===== src/rtl/alu_mc_if.sv =====
// alu_mc_if: handshake bundle for the multi-cycle ALU.
//   in_valid/in_ready + a, b, ctrl : operand request channel
//   out_valid/out_ready + res, res_hi, car, of, zf, dz : result channel
// master = producer of operands / consumer of results; slave = the ALU.
interface alu_mc_if #(
  parameter int unsigned WIDTH = 8
);
  logic             in_valid;
  logic             in_ready;
  logic [WIDTH-1:0] a;
  logic [WIDTH-1:0] b;
  logic [3:0]       ctrl;
  logic             out_valid;
  logic             out_ready;
  logic [WIDTH-1:0] res;
  logic [WIDTH-1:0] res_hi;
  logic             car;
  logic             of;
  logic             zf;
  logic             dz;

  modport master (
    output in_valid, a, b, ctrl, out_ready,
    input  in_ready, out_valid, res, res_hi, car, of, zf, dz
  );

  modport slave (
    input  in_valid, a, b, ctrl, out_ready,
    output in_ready, out_valid, res, res_hi, car, of, zf, dz
  );
endinterface


===== src/rtl/alu_mc.sv =====
// alu_mc: registered multi-cycle ALU with valid/ready on both sides.
//   clk, rst : clock and synchronous active-high reset
//   bus      : alu_mc_if.slave (operand request in, registered result out)
// Single-cycle ops land in DONE on the accepting edge; MUL/DIVU/REMU run
// WIDTH iterative steps in BUSY, the last step writing the result registers.
module alu_mc #(
  parameter int unsigned WIDTH = 8,
  parameter int unsigned SHW   = $clog2(WIDTH)
) (
  input logic     clk,
  input logic     rst,
  alu_mc_if.slave bus
);
  localparam int unsigned CW = $clog2(WIDTH + 1);

  localparam logic [3:0] OP_ADD  = 4'd0;
  localparam logic [3:0] OP_SUB  = 4'd1;
  localparam logic [3:0] OP_NOT  = 4'd2;
  localparam logic [3:0] OP_AND  = 4'd3;
  localparam logic [3:0] OP_OR   = 4'd4;
  localparam logic [3:0] OP_XOR  = 4'd5;
  localparam logic [3:0] OP_SLT  = 4'd6;
  localparam logic [3:0] OP_EQ   = 4'd7;
  localparam logic [3:0] OP_SLL  = 4'd8;
  localparam logic [3:0] OP_SRL  = 4'd9;
  localparam logic [3:0] OP_SRA  = 4'd10;
  localparam logic [3:0] OP_MUL  = 4'd11;
  localparam logic [3:0] OP_DIVU = 4'd12;
  localparam logic [3:0] OP_REMU = 4'd13;

  typedef enum logic [1:0] {IDLE, BUSY, DONE} state_t;

  state_t             state_q, state_d;
  logic               accept, in_multi;
  logic [3:0]         op_q;
  logic [WIDTH-1:0]   opa_q, opb_q;
  logic [2*WIDTH-1:0] mp_q, mp_d;
  logic [WIDTH-1:0]   dq_q, dq_d, dr_q, dr_d;
  logic [CW-1:0]      cnt_q;
  logic [WIDTH-1:0]   sc_res, fin_res;
  logic               sc_car, sc_of, sc_dz;
  logic [WIDTH:0]     sum, mul_sum, div_sh, div_sub;
  logic               div_ge;
  logic [WIDTH-1:0]   res_q, hi_q;
  logic               car_q, of_q, zf_q, dz_q, ov_q;

  // Accept while idle, or while a result is being drained this cycle.
  assign bus.in_ready = (state_q == IDLE) || ((state_q == DONE) && bus.out_ready);
  assign accept       = bus.in_valid && bus.in_ready;
  // Divide by zero short-circuits to the single-cycle path.
  assign in_multi     = (bus.ctrl == OP_MUL) ||
                        (((bus.ctrl == OP_DIVU) || (bus.ctrl == OP_REMU)) && (bus.b != '0));

  assign bus.out_valid = ov_q;
  assign bus.res       = res_q;
  assign bus.res_hi    = hi_q;
  assign bus.car       = car_q;
  assign bus.of        = of_q;
  assign bus.zf        = zf_q;
  assign bus.dz        = dz_q;

  // Single-cycle result from the live operands.
  always_comb begin
    sc_res = '0;
    sc_car = 1'b0;
    sc_of  = 1'b0;
    sc_dz  = 1'b0;
    sum    = '0;
    case (bus.ctrl)
      OP_ADD: begin
        sum    = {1'b0, bus.a} + {1'b0, bus.b};
        sc_res = sum[WIDTH-1:0];
        sc_car = sum[WIDTH];
        sc_of  = (bus.a[WIDTH-1] == bus.b[WIDTH-1]) && (sum[WIDTH-1] != bus.a[WIDTH-1]);
      end
      OP_SUB: begin
        sum    = {1'b0, bus.a} + {1'b0, ~bus.b} + (WIDTH+1)'(1);
        sc_res = sum[WIDTH-1:0];
        sc_car = sum[WIDTH];
        sc_of  = (bus.a[WIDTH-1] != bus.b[WIDTH-1]) && (sum[WIDTH-1] != bus.a[WIDTH-1]);
      end
      OP_NOT:  sc_res = ~bus.a;
      OP_AND:  sc_res = bus.a & bus.b;
      OP_OR:   sc_res = bus.a | bus.b;
      OP_XOR:  sc_res = bus.a ^ bus.b;
      OP_SLT:  sc_res = {{(WIDTH-1){1'b0}}, ($signed(bus.a) < $signed(bus.b))};
      OP_EQ:   sc_res = {{(WIDTH-1){1'b0}}, (bus.a == bus.b)};
      OP_SLL:  sc_res = bus.a << bus.b[SHW-1:0];
      OP_SRL:  sc_res = bus.a >> bus.b[SHW-1:0];
      OP_SRA:  sc_res = $signed(bus.a) >>> bus.b[SHW-1:0];
      OP_DIVU: begin
        sc_res = '1;
        sc_dz  = 1'b1;
      end
      OP_REMU: begin
        sc_res = bus.a;
        sc_dz  = 1'b1;
      end
      default: sc_res = '0;
    endcase
  end

  // One shift-add multiply step and one restoring-divide step per cycle.
  always_comb begin
    mul_sum = {1'b0, mp_q[2*WIDTH-1:WIDTH]} + (mp_q[0] ? {1'b0, opa_q} : {(WIDTH+1){1'b0}});
    mp_d    = {mul_sum, mp_q[WIDTH-1:1]};
    div_sh  = {dr_q, dq_q[WIDTH-1]};
    div_sub = div_sh - {1'b0, opb_q};
    div_ge  = (div_sh >= {1'b0, opb_q});
    dr_d    = div_ge ? div_sub[WIDTH-1:0] : div_sh[WIDTH-1:0];
    dq_d    = {dq_q[WIDTH-2:0], div_ge};
    fin_res = (op_q == OP_MUL)  ? mp_d[WIDTH-1:0] :
              (op_q == OP_DIVU) ? dq_d : dr_d;
  end

  // State register.
  always_ff @(posedge clk) begin
    if (rst) state_q <= IDLE;
    else     state_q <= state_d;
  end

  // Next-state logic.
  always_comb begin
    state_d = state_q;
    case (state_q)
      IDLE: if (bus.in_valid) state_d = in_multi ? BUSY : DONE;
      BUSY: if (cnt_q == CW'(1)) state_d = DONE;
      DONE: begin
        if (bus.out_ready) begin
          if (bus.in_valid) state_d = in_multi ? BUSY : DONE;
          else              state_d = IDLE;
        end
      end
      default: state_d = IDLE;
    endcase
  end

  // Operand latches, iteration registers and result registers.
  always_ff @(posedge clk) begin
    if (rst) begin
      ov_q  <= 1'b0;
      op_q  <= '0;
      opa_q <= '0;
      opb_q <= '0;
      mp_q  <= '0;
      dq_q  <= '0;
      dr_q  <= '0;
      cnt_q <= '0;
      res_q <= '0;
      hi_q  <= '0;
      car_q <= 1'b0;
      of_q  <= 1'b0;
      zf_q  <= 1'b1;
      dz_q  <= 1'b0;
    end else begin
      ov_q <= (state_d == DONE);
      if (accept) begin
        op_q  <= bus.ctrl;
        opa_q <= bus.a;
        opb_q <= bus.b;
        mp_q  <= {{WIDTH{1'b0}}, bus.b};
        dq_q  <= bus.a;
        dr_q  <= '0;
        cnt_q <= CW'(WIDTH);
        if (!in_multi) begin
          res_q <= sc_res;
          hi_q  <= '0;
          car_q <= sc_car;
          of_q  <= sc_of;
          zf_q  <= (sc_res == '0);
          dz_q  <= sc_dz;
        end
      end else if (state_q == BUSY) begin
        mp_q  <= mp_d;
        dq_q  <= dq_d;
        dr_q  <= dr_d;
        cnt_q <= cnt_q - CW'(1);
        if (cnt_q == CW'(1)) begin
          res_q <= fin_res;
          hi_q  <= (op_q == OP_MUL) ? mp_d[2*WIDTH-1:WIDTH] : '0;
          car_q <= 1'b0;
          of_q  <= 1'b0;
          zf_q  <= (fin_res == '0);
          dz_q  <= 1'b0;
        end
      end
    end
  end
endmodule

===== src/flat_wrapper.sv =====
// flat-port wrapper written by rule: the top's interface ports become plain ports
module alu_mc_flat 
#(
  parameter int unsigned WIDTH = 8,
  parameter int unsigned SHW   = $clog2(WIDTH)
)
  (clk, rst, bus_in_valid, bus_a, bus_b, bus_ctrl, bus_out_ready, bus_in_ready, bus_out_valid, bus_res, bus_res_hi, bus_car, bus_of, bus_zf, bus_dz);
  alu_mc_if #(.WIDTH(WIDTH)) bus_i ();
  input logic clk;
  input logic rst;
  input wire logic [$bits(bus_i.in_valid)-1:0] bus_in_valid;
  input wire logic [$bits(bus_i.a)-1:0] bus_a;
  input wire logic [$bits(bus_i.b)-1:0] bus_b;
  input wire logic [$bits(bus_i.ctrl)-1:0] bus_ctrl;
  input wire logic [$bits(bus_i.out_ready)-1:0] bus_out_ready;
  output wire logic [$bits(bus_i.in_ready)-1:0] bus_in_ready;
  output wire logic [$bits(bus_i.out_valid)-1:0] bus_out_valid;
  output wire logic [$bits(bus_i.res)-1:0] bus_res;
  output wire logic [$bits(bus_i.res_hi)-1:0] bus_res_hi;
  output wire logic [$bits(bus_i.car)-1:0] bus_car;
  output wire logic [$bits(bus_i.of)-1:0] bus_of;
  output wire logic [$bits(bus_i.zf)-1:0] bus_zf;
  output wire logic [$bits(bus_i.dz)-1:0] bus_dz;
  assign bus_i.in_valid = bus_in_valid;
  assign bus_i.a = bus_a;
  assign bus_i.b = bus_b;
  assign bus_i.ctrl = bus_ctrl;
  assign bus_i.out_ready = bus_out_ready;
  assign bus_in_ready = bus_i.in_ready;
  assign bus_out_valid = bus_i.out_valid;
  assign bus_res = bus_i.res;
  assign bus_res_hi = bus_i.res_hi;
  assign bus_car = bus_i.car;
  assign bus_of = bus_i.of;
  assign bus_zf = bus_i.zf;
  assign bus_dz = bus_i.dz;
  alu_mc #(.WIDTH(WIDTH), .SHW(SHW)) u_core (.clk(clk), .rst(rst), .bus(bus_i));
endmodule

===== config.mk =====
export PLATFORM = sky130hd
export DESIGN_NAME = alu_mc_flat
export DESIGN_NICKNAME = d
export VERILOG_FILES = /design/src/rtl/alu_mc_if.sv /design/src/rtl/alu_mc.sv /design/src/flat_wrapper.sv
export SDC_FILE = /design/constraint.sdc
export NUM_CORES = 1
export LEC_CHECK = 0
export ABC_AREA = 1
export BUFFER_PORTS_ARGS = -buffer_cell sky130_fd_sc_hd__buf_2
export CAP_MARGIN = 20
export CELL_PAD_IN_SITES_DETAIL_PLACEMENT = 1
export CELL_PAD_IN_SITES_GLOBAL_PLACEMENT = 2
export CORE_ASPECT_RATIO = 0.9
export CORE_UTILIZATION = 37
export CTS_BUF_LIST = sky130_fd_sc_hd__clkbuf_2
export DETAILED_ROUTE_END_ITERATION = 12
export PLACE_DENSITY = 0.94
export SETUP_SLACK_MARGIN = 0.05
export SYNTH_ARGS = -nofsm -noshare
export SYNTH_HDL_FRONTEND = slang
export SYNTH_SLANG_ARGS = --single-unit
export TNS_END_PERCENT = 100

===== constraint.sdc =====
create_clock -name clk -period 4.6 [get_ports clk]
set_input_delay 0.23 -clock clk [delete_from_list [all_inputs] [get_ports clk]]
set_output_delay 0.23 -clock clk [all_outputs]
set_load 0.02 [all_outputs]

==> results of run 1 <==
[flip-flops by register name, summed over array words and instances (netlist names)]
name,cells
u_core.bus.dz,1
u_core.bus.res_hi,8
u_core.bus.res,8
u_core.bus.car,1
u_core.dr_q,8
u_core.opb_q,8
u_core.bus.of,1
u_core.cnt_q,4
u_core.op_q,4
u_core.state_q,2
u_core.mp_q,16
u_core.bus.zf,1
u_core.bus.out_valid,1
u_core.opa_q,8
u_core.dq_q,8
[through the flow]
| stage | total power [mW] | utilization | cell area, um^2 |
|---|---|---|---|
| floorplan | 1.15 | - | 6150 |
| global placement | 1.31 | 0.402 | 6500 |
| detailed placement | 1.32 | 0.402 | 6500 |
| CTS | 1.78 | 0.411 | 6660 |
| global route | 1.87 | 0.412 | 6670 |
| finish | 1.77 | 0.412 | 6670 |
[worst max-delay path, delay by kind of cell (launching register included)]
| family | cells | cell delay, ns |
|---|---|---|
| AOI/OAI and AO/OA | 2 | 0.25 |
| buffers and inverters | 5 | 1.15 |
| DFF | 1 | 0.38 |
| and+or+nand+nor | 3 | 0.62 |
[cell usage after synthesis (all sizes together) (5+ instances only)]
library cell / number
clkbuf: 24
o22ai: 9
buf: 13
nand3: 108
nand2: 259
nand4: 15
xor2: 9
ha: 44
o21bai: 5
or2: 5
dfxtp: 79
inv: 142
a21oi: 57
o21ai: 71
a31oi: 11
nor3: 6
o211ai: 15
nor2: 94
[layer usage]
| metal | routed length, um | global-route usage |
|---|---|---|
| met4 | 282 | 0.0492 |
| met1 | 10600 | 0.399 |
| met3 | 1470 | 0.0440 |
| met2 | 9170 | 0.377 |
| met5 | 0 | 0 |
[power groups by stage]
stage	logic, mW	registers (mW)	clock network, mW
6_report	0.567	0.751	0.451
5_1_grt	0.628	0.756	0.489
4_1_cts	0.563	0.750	0.463
3_5_place_dp	0.559	0.763	0
3_3_place_gp	0.552	0.762	0
2_1_floorplan	0.381	0.767	0
[what timing repair did]
| action | CTS | global route |
|---|---|---|
| hold buffers | 1 | 1 |
| gates resized for setup | 0 | 0 |
| setup endpoints to repair | 0 | 0 |
| hold endpoints to repair | 1 | 1 |
[final timing paths]
| path | from | end | slack [ns] | cells after the start |
|---|---|---|---|---|
| worst min register to register | u_core.opa_q[5] | u_core.opa_q[5] | 0.46 | 2 |
| worst min-delay path | bus_b[5] | u_core.opb_q[5] | 0.05 | 3 |
| worst max register to register | u_core.state_q[0] | u_core.bus.res[5] | 2.12 | 10 |
| worst max-delay path | u_core.state_q[0] | u_core.bus.res[5] | 2.12 | 10 |
[layout make-up]
class | instances | share of cell area
clock buffer | 10 | 0.00751
clock inverter | 6 | 0.0137
inverter | 145 | 0.0817
multi-input combinational | 731 | 0.579
sequential | 79 | 0.237
tap | 207 | 0.0389
timing repair buffer | 52 | 0.0424
[cell families after synthesis]
| logic type | Yosys count |
|---|---|
| simple gates | 491 |
| buf+inv | 182 |
| xor+xnor | 11 |
| flops | 79 |
| compound gates | 181 |
| fa+ha+maj | 48 |
==> results.py, run 1 <==
metrics = {
    "pwr": {
        "irDropWorstVdd_mv": 0.193,
        "power.share.switching": 0.390,
        "internal-power_mw": 1.08,
        "comb_power_share": 0.321,
        "power_frac_clock": 0.255,
        "seqPwrFrac": 0.424,
        "power.leakage_nw": 3.36,
        "power_density_nw_per_um2": 265,
        "switching_power_mw": 0.690,
    },
    "finish": {
        "final_nets": 1090,
        "final_cells": 1230,
        "fillers": 2242,
        "area_growth_pct": 8.32,
        "area_used_by_multi_input_combinational_logic_um2": 3860,
        "mostFrequentLayoutCell": "sky130_fd_sc_hd__nand2_1",
        "layout.area.seq_um2": 1580,
        "final_cell_mix": "sky130_fd_sc_hd__nand2_1 (251), sky130_fd_sc_hd__inv_1 (137), sky130_fd_sc_hd__nand3_1 (107)",
        "drive_above_1_share": 0.0890,
        "antenna_cells_inserted": 0,
    },
    "sta": {
        "tightest_slew_ns": 0.900,
        "grt_setup_unrepaired": "no",
        "finalSetupViolations": 0,
        "finalWorstSetupSlack_ns": 2.12,
        "slew_headroom": 0.398,
        "final.setup_skew_ns": 0.0414,
        "max_freq_mhz": 403,
        "timing_max_transition_violations_final": 0,
        "finalHoldViolCount": 0,
        "layout_min_cycle_time_ns": 2.48,
        "finalSetupTns_ns": 0,
        "timing.final.crit_share": 0.540,
        "hold_ws_ns": 0.0459,
    },
    "clock_network": {
        "htreeDepth": 3,
        "ctsLongestPathBuffers": 2,
        "ctsRootBufferMaster": "sky130_fd_sc_hd__clkbuf_2",
        "cts.clk_slew.worst_paths_ns": 0.24,
        "cts.sinks": 79,
        "cts_setup_buffers": 0,
        "numCtsBuffers": 9,
        "tritoncts": "done",
        "worst_skew_pair.late_latency_ns": 0.55,
    },
    "logic_synthesis": {
        "yosysSeqAreaShare": 0.257,
        "synthesis.instances": 992,
        "netlist-cell-type-count": 44,
        "compound_gate_fraction_of_synth_area": 0.167,
        "ys_dominant_reg_cell": "sky130_fd_sc_hd__dfxtp_1",
        "synthAdderAreaFrac": 0.102,
        "syn_avg_cell_area_um2": 6.20,
        "synth.ff_latch_count": 79,
        "synth.largest_area_cell": "sky130_fd_sc_hd__dfxtp_1",
        "largest_family_of_logic_cells_by_synthesized_area": "simple AND/OR/NAND/NOR gates",
        "synthSimpleGateAreaFrac": 0.341,
        "yosys-top-cells-area": "sky130_fd_sc_hd__dfxtp_1 (26%), sky130_fd_sc_hd__nand2_1 (15%), sky130_fd_sc_hd__ha_1 (8.9%)",
        "synth.mux.area_fraction": 0,
        "synth-edff-count": 0,
        "ys_async_sr_fraction": 0,
        "post_synth_xor_area_fraction": 0.0157,
        "share_of_the_synthesized_area_in_the_top_cell_type": 0.257,
        "syn-num-nets": 1064,
        "synth.yosys.warnings": 0,
        "mappedNetlistArea_um2": 6150,
    },
    "setup_path": {
        "worst_path_largest_cell_delay_ns": 0.41,
        "cp_max_fo": 43,
        "critical_path.cell_chain": "inv_1, nor2_2, buf_4, inv_1, nor2_1, nor2_4, inv_2, o211ai_1, o211ai_1, inv_1",
        "crit_required_ns": 5.08,
        "critPathKind": "register to register",
        "crit_arrival_ns": 2.97,
        "critPathSlowestCell": "sky130_fd_sc_hd__buf_4",
        "setup.worst_path.start_class": "register",
        "crit_path_end_kind": "register",
        "critical_path.most_common_cell": "sky130_fd_sc_hd__inv_1",
    },
    "die": {
        "initial_utilization": 0.380,
        "number_of_placement_rows": 44,
        "top_level_ports": 46,
        "die_height_um": 124,
        "die_width_um": 138,
        "floorplan_die_area_um2": 17200,
        "floorplan.core_area_um2": 16200,
    },
    "place": {
        "place_ws_ns": 1.81,
        "placed_cells_incl_taps": 1212,
        "gpl.final_weighted_congestion": 0.915,
        "port_buffer_count": 45,
        "detailed_place_hpwl_mm": 16.6,
    },
    "grt": {
        "first_global_vias": 6363,
        "grt_max_degree": 44,
        "grt_util_all_layers": 0.261,
        "grt_pass1_wl_mm": 34.8,
        "antenna_found_initial": 0,
        "overflow_after_grt": 0,
    },
    "detailed_routing": {
        "ant_nets": 0,
        "firstDrtPassIters": 5,
        "viasPerCell": 5.39,
        "wire_per_inst_um": 17.5,
        "drt-total-wl_mm": 21.6,
        "vias": 6630,
        "route.detailed.drc": 0,
        "dr.first_iter.drc_count": 519,
    },
    "run": {
        "max-cap-violations": 0,
    },
    "hold_path": {
        "hold_path.class": "input pin to register",
    },
    "outcome": {
        "outcome": "finished, final reports clean",
    },
}
Power figures use the tool's default switching activity.
==> inputs of run 2 (changes only) <==
--- a/config.mk
+++ b/config.mk
@@ -5,16 +5,16 @@
 export SDC_FILE = /design/constraint.sdc
 export NUM_CORES = 1
 export LEC_CHECK = 0
-export ABC_AREA = 1
+export ABC_AREA = 0
 export BUFFER_PORTS_ARGS = -buffer_cell sky130_fd_sc_hd__buf_2
 export CAP_MARGIN = 20
 export CELL_PAD_IN_SITES_DETAIL_PLACEMENT = 1
 export CELL_PAD_IN_SITES_GLOBAL_PLACEMENT = 2
 export CORE_ASPECT_RATIO = 0.9
-export CORE_UTILIZATION = 37
+export CORE_UTILIZATION = 34
 export CTS_BUF_LIST = sky130_fd_sc_hd__clkbuf_2
 export DETAILED_ROUTE_END_ITERATION = 12
-export PLACE_DENSITY = 0.94
+export PLACE_DENSITY = 0.85
 export SETUP_SLACK_MARGIN = 0.05
 export SYNTH_ARGS = -nofsm -noshare
 export SYNTH_HDL_FRONTEND = slang
==> constraint.sdc (replaced) <==
create_clock -name clk -period 2.2 [get_ports clk]
set_input_delay 0.11 -clock clk [delete_from_list [all_inputs] [get_ports clk]]
set_output_delay 0.11 -clock clk [all_outputs]
set_load 0.02 [all_outputs]
==> run 2 against run 1 <==
Compared with the run above:
- the run now ends with setup timing left
- non-clock buffer count is 185 higher
- register-to-register slack worse by 2.6 ns
- routed wire length is 23% higher
- die area is 5.6% higher
- sequential cell count stayed put
- critical path depth is 1 lower
- critical path type unchanged
- largest cell class unchanged
==> results.py, run 2 <==
metrics = {
    "detailed_routing": {
        "ant_nets": 0,
        "route.detailed.drc": 0,
        "drt-total-wl_mm": 26.5,
        "detailroute.wirelength.met2_mm": 12.4,
        "vias": 6994,
        "top_layer": "met4",
        "viasPerCell": 5.74,
        "routedLengthMet1_mm": 12.0,
        "dr.first_iter.drc_count": 449,
        "wire_per_inst_um": 21.8,
        "met3RoutedLength_mm": 1.60,
        "firstDrtPassIters": 5,
    },
    "logic_synthesis": {
        "netlist-cell-type-count": 72,
        "synth-edff-count": 0,
        "post_synth_xor_area_fraction": 0.0220,
        "synthSimpleGateAreaFrac": 0.231,
        "synth.largest_area_cell": "sky130_fd_sc_hd__dfxtp_1",
        "compound_gate_fraction_of_synth_area": 0.256,
        "syn_avg_cell_area_um2": 7.68,
        "ys_dominant_reg_cell": "sky130_fd_sc_hd__dfxtp_1",
        "yosys-top-cells-area": "sky130_fd_sc_hd__dfxtp_1 (26%), sky130_fd_sc_hd__ha_1 (9.2%), sky130_fd_sc_hd__nand2_1 (8.0%)",
        "synth.yosys.warnings": 0,
        "synth.most_common_cell": "sky130_fd_sc_hd__nand2_1",
        "ys_top_cells_by_count": "sky130_fd_sc_hd__nand2_1 (127), sky130_fd_sc_hd__dfxtp_1 (79), sky130_fd_sc_hd__a21oi_1 (78)",
        "synth.ff_latch_count": 79,
        "synthAdderAreaFrac": 0.106,
        "yosysSeqAreaShare": 0.265,
        "syn-num-nets": 850,
        "share_of_the_synthesized_area_in_the_top_cell_type": 0.265,
        "mappedNetlistArea_um2": 5980,
        "largest_family_of_logic_cells_by_synthesized_area": "compound AO/OA/AOI/OAI gates",
        "ys_async_sr_fraction": 0,
        "synth.mux.area_fraction": 0.0649,
        "synthesis.instances": 778,
    },
    "finish": {
        "regMostFlops": "u_core.mp_q",
        "antenna_cells_inserted": 0,
        "area_growth_pct": 42.6,
        "fillers": 2081,
        "drive_above_1_share": 0.365,
        "mostFrequentLayoutCell": "sky130_fd_sc_hd__buf_4",
        "final_nets": 1050,
        "flip_flop_count_of_the_largest_register_all_copies_and_words_added": 16,
        "final_cell_mix": "sky130_fd_sc_hd__buf_4 (158), sky130_fd_sc_hd__nand2_1 (122), sky130_fd_sc_hd__dfxtp_1 (67)",
        "fin_area_um2": 8530,
    },
    "hold_path": {
        "hold_path_end": "u_core.op_q[2]",
        "holdCritStartpoint": "bus_ctrl[2]",
        "hold_path.class": "input pin to register",
        "worstHoldPathCells": 4,
    },
    "grt": {
        "grt_max_degree": 59,
        "first_global_vias": 7283,
        "overflow_after_grt": 0,
        "grt_util_all_layers": 0.293,
        "antenna_found_initial": 0,
        "grt_pass1_wl_mm": 40.8,
    },
    "clock_network": {
        "cts.clk_slew.worst_paths_ns": 0.24,
        "numCtsBuffers": 9,
        "worst_skew_pair.late_latency_ns": 0.58,
        "htreeDepth": 3,
        "ctsRootBufferMaster": "sky130_fd_sc_hd__clkbuf_2",
        "cts.sinks": 79,
        "tritoncts": "done",
        "ctsLongestPathBuffers": 2,
    },
    "pwr": {
        "power_frac_clock": 0.178,
        "power.share.switching": 0.393,
        "switching_power_mw": 1.65,
        "irDropWorstVdd_mv": 0.234,
        "seqPwrFrac": 0.376,
        "power.leakage_nw": 3.56,
        "internal-power_mw": 2.55,
        "comb_power_share": 0.447,
        "power_density_nw_per_um2": 492,
    },
    "sta": {
        "finalWorstSetupSlack_ns": -0.448,
        "finalSetupViolations": 20,
        "grt_setup_unrepaired": "yes",
        "tightest_slew_ns": 0.800,
        "timing.final.crit_share": 1.20,
        "slew_headroom": 0.464,
        "max_freq_mhz": 378,
        "final.setup_skew_ns": 0.0199,
        "layout_min_cycle_time_ns": 2.65,
        "timing_max_transition_violations_final": 0,
        "finalHoldViolCount": 0,
    },
    "die": {
        "floorplan_die_area_um2": 18100,
        "initial_utilization": 0.350,
        "floorplan.core_area_um2": 17100,
        "die_height_um": 128,
        "top_level_ports": 46,
        "number_of_placement_rows": 45,
        "die_width_um": 142,
    },
    "place": {
        "place_ws_ns": -0.563,
        "dpl_cell_area_um2": 7660,
        "port_buffer_count": 45,
        "gpl.final_weighted_congestion": 0.987,
        "detailed_place_hpwl_mm": 19.6,
    },
    "setup_path": {
        "setup.worst_path.start_class": "register",
        "crit_arrival_ns": 3.17,
        "cp_max_fo": 4,
        "crit-reg2reg-launch": "u_core.opb_q[6]",
        "rr_endpoint": "u_core.bus.zf",
        "crit_required_ns": 2.73,
        "ff2ff_setup_slack_ns": -0.45,
        "worst_r2r_path_depth": 9,
        "crit_path_end_kind": "register",
        "critPathKind": "register to register",
    },
    "run": {
        "max-cap-violations": 0,
    },
    "outcome": {
        "outcome": "finished, violations left",
        "violations": "setup timing",
    },
}
-- run 2: changes by cell type in the layout (fill, tap and decap cells not counted), moves of 27 or more --
cell	delta
sky130_fd_sc_hd__o21ai_0	-54
sky130_fd_sc_hd__nor2_1	-27
sky130_fd_sc_hd__nand2_1	-129
sky130_fd_sc_hd__nand3_1	-95
sky130_fd_sc_hd__buf_4	+153
sky130_fd_sc_hd__inv_1	-110
-- run 2: metal layers --
metal	global-route usage	vias up
met2	0.486	242
met4	0.0633	0
li1	-	3198
met5	0	-
met3	0.0586	48
met1	0.391	3506
-- run 2: power groups by stage --
| stage | sequential, mW | clock, mW | combinational, mW |
|---|---|---|---|
| floorplan | 1.60 | 0 | 0.780 |
| global placement | 1.59 | 0 | 1.43 |
| CTS | 1.57 | 0.748 | 1.72 |
| global route | 1.58 | 0.811 | 1.98 |
| detailed placement | 1.59 | 0 | 1.48 |
| finish | 1.57 | 0.745 | 1.87 |
-- run 2: logic make-up (layout without fill, tap and decap cells) --
family	Yosys count	count (layout)
AND/OR/NAND/NOR	295	295
AO/OA/AOI/OAI	229	229
buffers and inverters	86	291
flip-flops	79	79
adder cells (fa/ha/maj)	48	48
multiplexers	26	26
XOR/XNOR	15	15
-- run 2: layout make-up --
type	count	area [um^2]	share of cell area
Multi-Input combinational cell	613	4560	0.534
Timing Repair Buffer	237	1840	0.215
Sequential cell	79	1600	0.188
Tap cell	235	294	0.0345
Inverter	38	145	0.0170
Clock buffer	10	50.0	0.00587
Clock inverter	6	45.0	0.00528
-- run 2: through the flow --
step | TNS, ns | std cells | power, mW | hold slack, ns | util
floorplan | -0.182 | 778 | 2.38 | 0.262 | -
global placement | -3.51 | 1174 | 3.02 | 0.441 | 0.449
detailed placement | -5.14 | 1174 | 3.07 | 0.448 | 0.449
CTS | -3.03 | 1212 | 4.04 | 0.000214 | 0.488
global route | -6.12 | 1218 | 4.37 | 0.00422 | 0.500
finish | -3.82 | 1218 | 4.19 | 0.0219 | 0.500
-- run 2: worst max-delay path by stage --
| stage | slack, ns | startpoint | endpoint | cells after the start |
|---|---|---|---|---|
| finish | -0.45 | u_core.opb_q[6] | u_core.bus.zf | 9 |
| global route | -0.56 | u_core.opb_q[6] | u_core.bus.res[1] | 12 |
| CTS | -0.45 | u_core.opb_q[6] | u_core.bus.zf | 10 |
| detailed placement | -0.56 | bus_a[0] | u_core.bus.zf | 13 |
| global placement | -0.51 | bus_a[0] | u_core.bus.zf | 13 |
| floorplan | -0.16 | u_core.dq_q[7] | u_core.bus.zf | 11 |
-- run 2: repair_timing --
item	in CTS	in global routing
buffers inserted	14	8
resized for setup	81	37
hold endpoints to repair	14	0
setup endpoints to repair	22	26
hold buffers	11	0
pin swaps	54	37
-- run 2: worst max-delay path, cell delays in order (launching register included) --
cell                      delay [ns]
sky130_fd_sc_hd__dfxtp_2        0.39
sky130_fd_sc_hd__inv_2          0.04
sky130_fd_sc_hd__ha_4           0.28
sky130_fd_sc_hd__and4b_4        0.27
sky130_fd_sc_hd__nand2_1        0.13
sky130_fd_sc_hd__o21ai_4        0.34
sky130_fd_sc_hd__mux2i_4        0.38
sky130_fd_sc_hd__a21oi_2        0.11
sky130_fd_sc_hd__or4_4          0.54
sky130_fd_sc_hd__o21ai_2        0.12
==> inputs of run 3 (changes only) <==
==> constraint.sdc (replaced) <==
create_clock -name clk -period 2.2 [get_ports clk]
set_input_delay 0.22 -clock clk [delete_from_list [all_inputs] [get_ports clk]]
set_output_delay 0.22 -clock clk [all_outputs]
set_load 0.02 [all_outputs]
==> run 3 against run 2 <==
Compared with the run above:
- the flow still finishes with violations (setup timing)
- via count down 2.2%
- global-route usage down 0.36 points
- clock skew up 0.021 ns
- setup slack better by 0.11 ns
- total power up 1.2%
- largest power group unchanged
==> results.py, run 3 (synthesis results as in run 2) <==
metrics = {
    "grt": {
        "grt_pass1_wl_mm": 40.1,
        "grt_max_degree": 50,
        "gr_layer_usage_met1": 0.399,
        "antenna_found_initial": 0,
        "grt_util_all_layers": 0.289,
        "grtUsageMet2": 0.458,
        "first_global_vias": 7152,
        "grt.busiest_layer": "met2",
        "overflow_after_grt": 0,
        "groute.layer.met3.usage": 0.0549,
    },
    "pwr": {
        "power.share.switching": 0.364,
        "overall_power_after_layout_mw": 4.24,
        "switching_power_mw": 1.55,
        "irDropWorstVdd_mv": 0.263,
        "seqPwrFrac": 0.371,
        "power_density_nw_per_um2": 502,
        "comb_power_share": 0.407,
        "power.leakage_nw": 3.59,
        "internal-power_mw": 2.70,
        "power_frac_clock": 0.222,
    },
    "clock_network": {
        "worst_skew_pair.late_latency_ns": 0.57,
        "tritoncts": "done",
        "ctsLongestPathBuffers": 2,
        "cts.clk_slew.worst_paths_ns": 0.24,
        "cts.sinks": 79,
        "ctsRootBufferMaster": "sky130_fd_sc_hd__clkbuf_2",
        "numCtsBuffers": 9,
        "htreeDepth": 3,
    },
    "finish": {
        "area_growth_pct": 41.3,
        "antenna_cells_inserted": 0,
        "final_cell_mix": "sky130_fd_sc_hd__buf_4 (182), sky130_fd_sc_hd__nand2_1 (126), sky130_fd_sc_hd__dfxtp_1 (69)",
        "drive_above_1_share": 0.365,
        "final_nets": 1050,
        "mostFrequentLayoutCell": "sky130_fd_sc_hd__buf_4",
        "fin_area_um2": 8450,
        "regMostFlops": "u_core.mp_q",
        "flip_flop_count_of_the_largest_register_all_copies_and_words_added": 16,
        "fillers": 2113,
    },
    "detailed_routing": {
        "ant_nets": 0,
        "drt-total-wl_mm": 25.9,
        "vias": 6840,
        "dr.first_iter.drc_count": 437,
        "wire_per_inst_um": 21.3,
        "firstDrtPassIters": 4,
        "viasPerCell": 5.62,
        "route.detailed.drc": 0,
    },
    "setup_path": {
        "setup.worst_path.start_class": "register",
        "cp_max_fo": 4,
        "critPathKind": "register to register",
        "timing.critical_path.max_delay_family": "compound AO/OA/AOI/OAI gates",
        "crit_arrival_ns": 3.05,
        "worst_r2r_path_depth": 11,
        "timing.critical_path.depth": 11,
        "worst_path_largest_cell_delay_ns": 0.40,
        "crit_path_end_kind": "register",
        "critical_path.cell_chain": "inv_2, ha_4, and4b_4, nand2_1, o21ai_2, buf_4, mux2_2, buf_4, o211ai_1, o211ai_1, a21oi_1",
        "critPathBufInv": 3,
        "crit_required_ns": 2.71,
        "critPathSlowestCell": "sky130_fd_sc_hd__dfxtp_2",
    },
    "outcome": {
        "outcome": "finished, violations left",
        "violations": "setup timing",
    },
    "place": {
        "port_buffer_count": 45,
        "gpl.final_weighted_congestion": 1.01,
        "place_ws_ns": -0.587,
        "detailed_place_hpwl_mm": 20.0,
        "dpl_cell_area_um2": 7810,
    },
    "sta": {
        "timing_max_transition_violations_final": 0,
        "hold_ws_ns": 0.108,
        "final.setup_skew_ns": 0.0408,
        "slew_headroom": 0.564,
        "finalHoldViolCount": 0,
        "timing.final.crit_share": 1.16,
        "finalWorstSetupSlack_ns": -0.343,
        "max_freq_mhz": 393,
        "finalSetupViolations": 15,
        "grt_setup_unrepaired": "yes",
        "layout_min_cycle_time_ns": 2.54,
        "tightest_slew_ns": 0.653,
    },
    "die": {
        "die_width_um": 142,
        "floorplan_die_area_um2": 18100,
        "floorplan.core_area_um2": 17100,
        "initial_utilization": 0.350,
        "top_level_ports": 46,
        "die_height_um": 128,
        "number_of_placement_rows": 45,
    },
    "hold_path": {
        "hold_path.class": "input pin to register",
        "worstHoldPathCells": 4,
    },
    "run": {
        "max-cap-violations": 0,
    },
}
## run 3: cell types whose count changed in the layout (fill, tap and decap cells not counted), sizes merged
cell | previous run | this run
buf | 226 | 236
inv | 39 | 38
clkinvlp | 1 | 0
dlygate4sd3 | 11 | 1
bufinv | 0 | 2
## run 3: what timing repair did
| action | 4_1_cts | 5_1_grt |
|---|---|---|
| setup endpoints to repair | 24 | 31 |
| pin swaps | 38 | 26 |
| endpoints found under the hold margin | 8 | 0 |
| resized for setup | 50 | 37 |
| hold buffers | 1 | 0 |
| setup buffers | 10 | 6 |
## run 3: worst register-to-register path, stage by stage (launching register included)
cell and delay (ns):
sky130_fd_sc_hd__dfxtp_2 0.40, sky130_fd_sc_hd__inv_2 0.05, sky130_fd_sc_hd__ha_4 0.27, sky130_fd_sc_hd__and4b_4 0.25, sky130_fd_sc_hd__nand2_1 0.10, sky130_fd_sc_hd__o21ai_2 0.29, sky130_fd_sc_hd__buf_4 0.18, sky130_fd_sc_hd__mux2_2 0.35
sky130_fd_sc_hd__buf_4 0.14, sky130_fd_sc_hd__o211ai_1 0.16, sky130_fd_sc_hd__o211ai_1 0.15, sky130_fd_sc_hd__a21oi_1 0.15
## run 3: worst paths after layout
check             startpoint                end  slack, ns
max          u_core.opb_q[5]  u_core.bus.res[1]      -0.34
min             bus_in_valid  u_core.state_q[1]       0.11
min reg2reg  u_core.opb_q[6]    u_core.opb_q[6]       0.48
max reg2reg  u_core.opb_q[5]  u_core.bus.res[1]      -0.34
## run 3: through the flow
stage / utilization / TNS, ns / cells
finish: 0.495 / -2.28 / 1218
global route: 0.495 / -4.53 / 1218
CTS: 0.483 / -1.83 / 1214
detailed placement: 0.458 / -5.82 / 1190
global placement: 0.458 / -4.46 / 1190
floorplan: - / -0.303 / 778
## run 3: metal layers
metal | routed length [um] | vias to the layer above | part of all wire
met5 | 0 | - | 0
met4 | 648 | 0 | 0.025
met3 | 1340 | 56 | 0.052
met2 | 11600 | 196 | 0.45
met1 | 12300 | 3387 | 0.48
li1 | - | 3201 | -
## run 3: layout make-up
| class | count | area, um^2 | area share |
|---|---|---|---|
| Timing Repair Buffer | 237 | 1740 | 0.206 |
| Clock inverter | 6 | 93.8 | 0.0111 |
| Multi-Input combinational cell | 613 | 4520 | 0.535 |
| Inverter | 38 | 154 | 0.0182 |
| Sequential cell | 79 | 1600 | 0.189 |
| Clock buffer | 10 | 50.0 | 0.00592 |
| Tap cell | 235 | 294 | 0.0348 |
## run 3: power groups by stage
stage                     combinational, mW  clock [mW]  sequential [mW]
final                                  1.73       0.943             1.57
after CTS                              1.61       0.964             1.57
after floorplan                       0.800           0             1.60
after detailed placement               1.51           0             1.60
after global routing                   1.84        1.02             1.58
after global placement                 1.47           0             1.59
